<file path="src/rtl/div_pkg.sv">
// Shared types and defaults for the sequential restoring divider.
package div_pkg;

  typedef enum logic [1:0] {
    IDLE = 2'd0,
    ITER = 2'd1,
    DONE = 2'd2
  } div_st_t;

  localparam int DIV_N_DEFAULT = 8;

endpackage

</file>
<file path="src/rtl/div_sub_step.sv">
// One restoring shift-subtract step: trial-subtract divisor from {acc,msb}; purely combinational.
// No state, so no latency or backpressure of its own.
module div_sub_step #(
  parameter int N = 8
) (
  input  logic [N-1:0] acc,
  input  logic         msb,
  input  logic [N-1:0] divisor,
  output logic [N-1:0] next_acc,
  output logic         q_bit
);

  logic [N:0] cat;

  always_comb begin
    cat   = {acc, msb};
    q_bit = (cat >= {1'b0, divisor});
    // When the trial succeeds the difference is below divisor, so it fits N bits.
    next_acc = q_bit ? N'(cat - {1'b0, divisor}) : cat[N-1:0];
  end

endmodule

</file>
<file path="src/rtl/div_seq_ctrl.sv">
// Iterative N-bit divider: N+1 cycles start-to-done (1 on divide-by-zero); start ignored while busy.
// Optional div0 output when DIV_ZERO_FLAG_EN is defined.
module div_seq_ctrl
  import div_pkg::*;
#(
  parameter int N = DIV_N_DEFAULT
) (
  input  logic         clk,
  input  logic         rst,
  input  logic         start,
  input  logic [N-1:0] dividend,
  input  logic [N-1:0] divisor,
  output logic         busy,
  output logic         done,
  output logic [N-1:0] quotient,
`ifdef DIV_ZERO_FLAG_EN
  output logic [N-1:0] remainder,
  output logic         div0
`else
  output logic [N-1:0] remainder
`endif
);

  localparam int CW = (N > 1) ? $clog2(N) : 1;

  div_st_t       state_q, state_d;
  logic [N-1:0]  dvd_q, dvs_q, acc_q, qr_q;
  logic [CW-1:0] cnt_q;
  logic          load, zload, iter, fin;
  logic [N-1:0]  next_acc;
  logic          q_bit;

  div_sub_step #(.N(N)) u_step (
    .acc      (acc_q),
    .msb      (dvd_q[N-1]),
    .divisor  (dvs_q),
    .next_acc (next_acc),
    .q_bit    (q_bit)
  );

  always_ff @(posedge clk) begin
    if (rst) state_q <= IDLE;
    else     state_q <= state_d;
  end

  always_comb begin
    state_d = state_q;
    load    = 1'b0;
    zload   = 1'b0;
    iter    = 1'b0;
    fin     = 1'b0;
    busy    = (state_q != IDLE);
    done    = 1'b0;
    case (state_q)
      IDLE: begin
        if (start) begin
          if (divisor == '0) begin
            zload   = 1'b1;
            state_d = DONE;
          end else begin
            load    = 1'b1;
            state_d = ITER;
          end
        end
      end
      ITER: begin
        iter = 1'b1;
        if (cnt_q == '0) begin
          fin     = 1'b1;
          state_d = DONE;
        end
      end
      DONE: begin
        done    = 1'b1;
        state_d = IDLE;
      end
      default: state_d = IDLE;
    endcase
  end

  always_ff @(posedge clk) begin
    if (rst) begin
      dvd_q     <= '0;
      dvs_q     <= '0;
      acc_q     <= '0;
      qr_q      <= '0;
      cnt_q     <= '0;
      quotient  <= '0;
      remainder <= '0;
    end else begin
      if (load) begin
        dvd_q <= dividend;
        dvs_q <= divisor;
        acc_q <= '0;
        qr_q  <= '0;
        cnt_q <= CW'(N - 1);
      end else if (iter) begin
        dvd_q <= dvd_q << 1;
        acc_q <= next_acc;
        qr_q  <= (qr_q << 1) | N'(q_bit);
        if (!fin) cnt_q <= cnt_q - 1'b1;
      end
      if (zload) begin
        quotient  <= '0;
        remainder <= dividend;
      end else if (fin) begin
        quotient  <= (qr_q << 1) | N'(q_bit);
        remainder <= next_acc;
      end
    end
  end

`ifdef DIV_ZERO_FLAG_EN
  always_ff @(posedge clk) begin
    if (rst)        div0 <= 1'b0;
    else if (zload) div0 <= 1'b1;
    else if (fin)   div0 <= 1'b0;
  end
`endif

endmodule

</file>
<file path="config.mk">
export PLATFORM = sky130hd
export DESIGN_NAME = div_seq_ctrl
export DESIGN_NICKNAME = d
export VERILOG_FILES = /design/src/rtl/div_pkg.sv /design/src/rtl/div_sub_step.sv /design/src/rtl/div_seq_ctrl.sv
export SDC_FILE = /design/constraint.sdc
export NUM_CORES = 1
export LEC_CHECK = 0
export ABC_AREA = 1
export ABC_CLOCK_PERIOD_IN_PS = 2300
export CORE_MARGIN = 5
export CORE_UTILIZATION = 41
export DETAILED_ROUTE_END_ITERATION = 16
export PLACE_DENSITY_LB_ADDON = 0.15
export SYNTH_ARGS = -nofsm -noshare
export SYNTH_HDL_FRONTEND = slang
export SYNTH_SLANG_ARGS = --single-unit
</file>
<file path="constraint.sdc">
create_clock -name clk -period 2.3 [get_ports clk]
set_input_delay 0.69 -clock clk [delete_from_list [all_inputs] [get_ports clk]]
set_output_delay 0.69 -clock clk [all_outputs]
set_load 0.03 [all_outputs]
</file>
**Yosys cells after proc, flatten, opt, wreduce, memory -nomap -nowiden**

Cells that the tools add are included.
Widths: inputs -> output; s select.

- $add $sub $neg: 2
- Order comparisons: 1
- Equality and inequality tests: 5
- Mux-type cells: 22
- Bitwise logic cells: 1
- Reduce and logical (&&, ||, !) cells: 10

Operators by type and width:

| cell | count |
|---|---|
| $mux 8 | 5 |
| $mux 1 | 10 |
| $ge 9x8->1 | 1 |
| $mux 3 | 3 |
| $logic_not 8->1 | 1 |
| $or 8x1->8 | 1 |
| $sub 8x8->8 | 1 |
| $mux 2 | 3 |
| $ne 2x2->1 const B | 3 |
| $reduce_bool 2->1 | 3 |
| $pmux 2 s2 | 1 |
| $reduce_and 2->1 | 2 |
| $reduce_or 2->1 | 2 |
| $logic_not 3->1 | 1 |
| $sub 3x1->3 const B | 1 |
| $eq 2x1->1 const B | 1 |
| $eq 2x2->1 const B | 1 |
| $logic_not 2->1 | 1 |

- Register bits: 52
- Logic and storage cells: 49

**Logic depth before layout (Yosys ltp)**

- Depth after elaboration: 6
- Depth in mapped cells: 15
- Mapped depth without buffers: 14

**By module**

Synthesis repeated with hierarchy kept, for this count alone.

- Cell total of the unflattened synthesis: 412
- Area total of the unflattened synthesis: 2974.1 µm²

Modules (own cells, without submodules):

| module | instances | cells an instance | area each (µm²) | seq. area each (µm²) |
|---|---|---|---|---|
| div_seq_ctrl | 1 | 303 | 2319.7 | 1041.0 |
| div_sub_step | 1 | 109 | 654.4 | 0.0 |

**Worst setup path before layout**

Ideal clock, no wire load.

- Path kind: reg2reg
- Start point: reg dvs_q[2]
- End point: reg acc_q[2]
- Arrival: 1620 ps
- Path slack: 567 ps
- Cell stages (with the launch flop): 13
- Path through: dfxtp_1 -> inv_1 -> ha_1 -> or2_4 -> nand3_4 -> nand2_4 -> nand2_4 -> nand2_4 -> buf_12 -> nand2_4 -> o21ai_2 -> o21ai_1 -> inv_1

- Longest elaborated chain between the ends: 2
- Elaborated cells on any way between the ends: 3
- Those cells by class: add/sub: 1; order compare: 1; mux: 1

RTL lines:

| element | RTL line | source |
|---|---|---|
| from (decl) | div_seq_ctrl.sv:27 | `logic [N-1:0] dvd_q, dvs_q, acc_q, qr_q;` |
| from (signal assigned) | div_seq_ctrl.sv:93 | `dvs_q <= divisor;` |
| $sub 8x8->8 / $ge 9x8->1 (equally long branches) | div_sub_step.sv:19, div_sub_step.sv:17 |  |
| $mux 8 (*) | div_sub_step.sv:19 | `next_acc = q_bit ? N'(cat - {1'b0, divisor}) : cat[N-1:0];` |
| to (signal assigned) | div_seq_ctrl.sv:99 | `acc_q <= next_acc;` |
| to (decl) | div_seq_ctrl.sv:27 |  |

Every way passes the cells marked *; elsewhere a longest branch is shown, timed or not.
A chain may end at the register's enable or synchronous reset.

**Worst setup path in the final report**

- Start point: reg state_q[1]
- End point: out done

- Longest elaborated chain between the ends: 2

RTL lines:

| element | RTL line | source |
|---|---|---|
| from (decl) | div_seq_ctrl.sv:26 | `div_st_t state_q, state_d;` |
| from (signal assigned) | div_seq_ctrl.sv:43 | `else state_q <= state_d;` |
| $eq 2x2->1 | div_seq_ctrl.sv:54 | `case (state_q)` |
| $mux 1 | div_seq_ctrl.sv:54 |  |
| to (decl) | div_seq_ctrl.sv:14 | `output logic done,` |

No other way between the ends.

==> out/qor.csv <==
metric;value;unit
post-synthesis register bit count;52;
CP Class;flip-flop to output port;
Worst-Skew Late Latency;0.31;ns
Syn Nets;423;
vias in the first global route;2327;
Synth Cell Area;2760;µm²
post-layout util;49.5;%
switching fraction of total power;37.8;%
status;complete, no violations;
DRT iter0 DRCs;105;
Worst Reg-to-Reg Cells;11;
I/O pin count;37;
min-delay src;quotient[4];
fin. max-slew vios;0;
Detail Route Antenna Nets;0;
final setup fails;0;
final std cells w/o fill;515;
share of post-route cells with drive strength above 1;11.3;%
routability cong.;0.808;
dpl hpwl;5.02;mm
CP endpoint kind;output port;
cell internal pwr;1.49;mW
# diodes;0;
Syn Inst Count;393;
vias per cell;4.84;
Hold Violations, Final;0;
first-pass GRT wire length;11.1;mm
Clock Pin Slew Worst Setup and Hold Paths;0.10;ns
Power Density;724;nW/µm²
Worst setup SP type;flip-flop;
RSZ-0062 raised after global routing;false;
Die W;92.1;µm
Tcrit/Tclk final;94.5;%
sequential fraction of the synthesis area;37.7;%
Slew HR;65.5;%
commonest cells after routing, fill and taps aside;108 x nand2_1, 52 x dfxtp_1, 49 x inv_1, 37 x a21oi_1, 36 x clkdlybuf4s50_1;
critical path cell sequence;inv_1 > nor2_1 > clkdlybuf4s50_1;
Post-CTS Hold Fix Bufs;0;
Crit-path slowest cell;clkdlybuf4s50_1;
clock root buffer;clkbuf_8;
peak supply drop;0.332;mV
hold endpoint;quotient[4];
sequential share of power;41.4;%
hold path depth;2;
slowest stage delay, CP;0.68;ns
Psw;906;µW
Max Clock Skew;0.0121;ns
Gate power share;36.6;%
Routed WL per cell;12.9;µm
final routed DRC violation total;0;
LEAKAGE;1.47;nW
Clock Tree Buf Depth;2;
final WL;6.64;mm
synthesized area per cell;7.02;µm²
CTS buffer count;5;
FF-to-FF End;acc_q[4];
total of max-cap violations;0;
initial antenna violation count;0;
commonest non-fill, non-tap cell in the layout;nand2_1;
first-pass detailed-route iteration total;4;
CTS tree;yes;
worst min path class;flip-flop to flip-flop;
largest net degree at the start of global routing;23;
Final Critical Period;2.17;ns
Final Net Count;464;
Unique masters post-synth;30;
H-tree depth;2;
Area Overhead vs Synth;19.9;%
clock sinks;52;
PortBufs;36;
cts repair resizes;0;
Peak Freq;460;MHz
setup bufs post-CTS;0;
# rows;30;
Total GRT Usage;16.0;%
Worst Path Max Fanout;2;
Initial Utilization;41.3;%
die height;92.1;µm
Worst R2R Setup Slack;0.30;ns
YS warnings;0;
Clk pwr share;21.9;%
placed cells;507;
grt ovf;0;
fill count;696;
slew of the pin with the lowest slew margin;0.517;ns
Core Area;6680;µm²
via count;2491;
reg2reg start;dvs_q[2];
Die ar.;8470;µm²
WP data arrival;1.48;ns
WP data required;1.61;ns
Hold Worst Slack;0.468;ns
-- cell type report --
class | instances | area (µm²) | area share, %
Multi-Input combinational cell | 275 | 1440 | 43.5
Clock buffer | 6 | 72.6 | 2.19
Timing Repair Buffer | 46 | 435 | 13.2
Tap cell | 80 | 100 | 3.03
Clock inverter | 2 | 16.3 | 0.492
Sequential cell | 52 | 1040 | 31.5
Inverter | 54 | 203 | 6.13
-- cells in the mapped netlist --
cell	count	area [µm²]
inv_1	49	184
nor2_2	3	18.8
buf_2	6	30.0
nand3_1	34	170
o21ai_0	9	45.0
nand3_2	2	20.0
clkinv_1	1	3.75
o21ai_2	2	17.5
nand3_4	1	17.5
nor2_4	3	33.8
or2_4	1	8.76
nand2_2	6	37.5
xor2_1	3	26.3
dfxtp_1	52	1040
clkbuf_1	4	15.0
a31oi_1	7	43.8
buf_6	1	11.3
nand2_1	108	405
buf_12	1	20.0
a21oi_2	2	17.5
nor2_1	29	109
inv_2	4	15.0
xnor2_1	1	8.76
fa_1	1	20.0
nand2_4	7	78.8
nor3_2	1	10.0
ha_1	10	125
o21ai_1	7	35.0
nand4_1	1	6.26
a21oi_1	37	185
-- critical path, delay by kind of cell, from the launching register on --
| family | cells | cell delay (ns) |
|---|---|---|
| flops | 1 | 0.35 |
| simple gates | 1 | 0.10 |
| buf+inv | 2 | 0.74 |
-- per-layer routing --
metal	up-vias	GRT usage (%)	share of wire (%)
li1	1321	-	-
met4	0	4.08	1.0
met2	33	27.8	48
met5	-	0	0
met3	6	3.04	2.4
met1	1131	20.3	48
-- cell families (layout without fill, tap and decap cells) --
logic type,count (synthesis),in the layout,synth area share (%)
and+or+nand+nor,196,196,33.2
AOI/OAI and AO/OA,64,64,12.5
DFF,52,52,37.7
xor gates and xnor gates,4,4,1.27
adders and majority gates,11,11,5.26
buffers and inverters,66,108,10.1
-- worst max-delay path by stage --
stage	endpoint	slack (ns)	start	cells after the start
floorplan	acc_q[2]	0.57	dvs_q[2]	12
global placement	dvs_q[3]	-0.08	divisor[1]	9
detailed placement	qr_q[6]	-0.12	divisor[1]	9
CTS	done	0.12	state_q[1]	3
global route	done	0.02	state_q[1]	3
finish	done	0.13	state_q[1]	3
-- flip-flops by register name, indices dropped and copies added (netlist names) --
| register | cells |
|---|---|
| cnt_q | 3 |
| dvd_q | 8 |
| quotient | 8 |
| dvs_q | 8 |
| state_q | 2 |
| remainder | 8 |
| qr_q | 7 |
| acc_q | 8 |
-- through the flow --
| step | instance area [µm²] | worst slack, ns | setup TNS, ns | power, mW |
|---|---|---|---|---|
| final | 3310 | 0.125 | 0 | 2.40 |
| after global routing | 3310 | 0.0220 | 0 | 2.55 |
| after CTS | 3310 | 0.116 | 0 | 2.42 |
| after detailed placement | 3220 | -0.120 | -1.72 | 1.89 |
| after global placement | 3220 | -0.0838 | -1.12 | 1.88 |
| after floorplan | 2760 | 0.567 | 0 | 1.70 |
-- power by group through the flow --
stage | clock network [mW] | registers (mW) | logic (mW)
2_1_floorplan | 0 | 1.03 | 0.670
3_3_place_gp | 0 | 1.01 | 0.871
3_5_place_dp | 0 | 1.01 | 0.875
4_1_cts | 0.549 | 0.993 | 0.878
5_1_grt | 0.585 | 1.00 | 0.968
6_report | 0.525 | 0.992 | 0.877
Power figures use the tool's default switching activity.
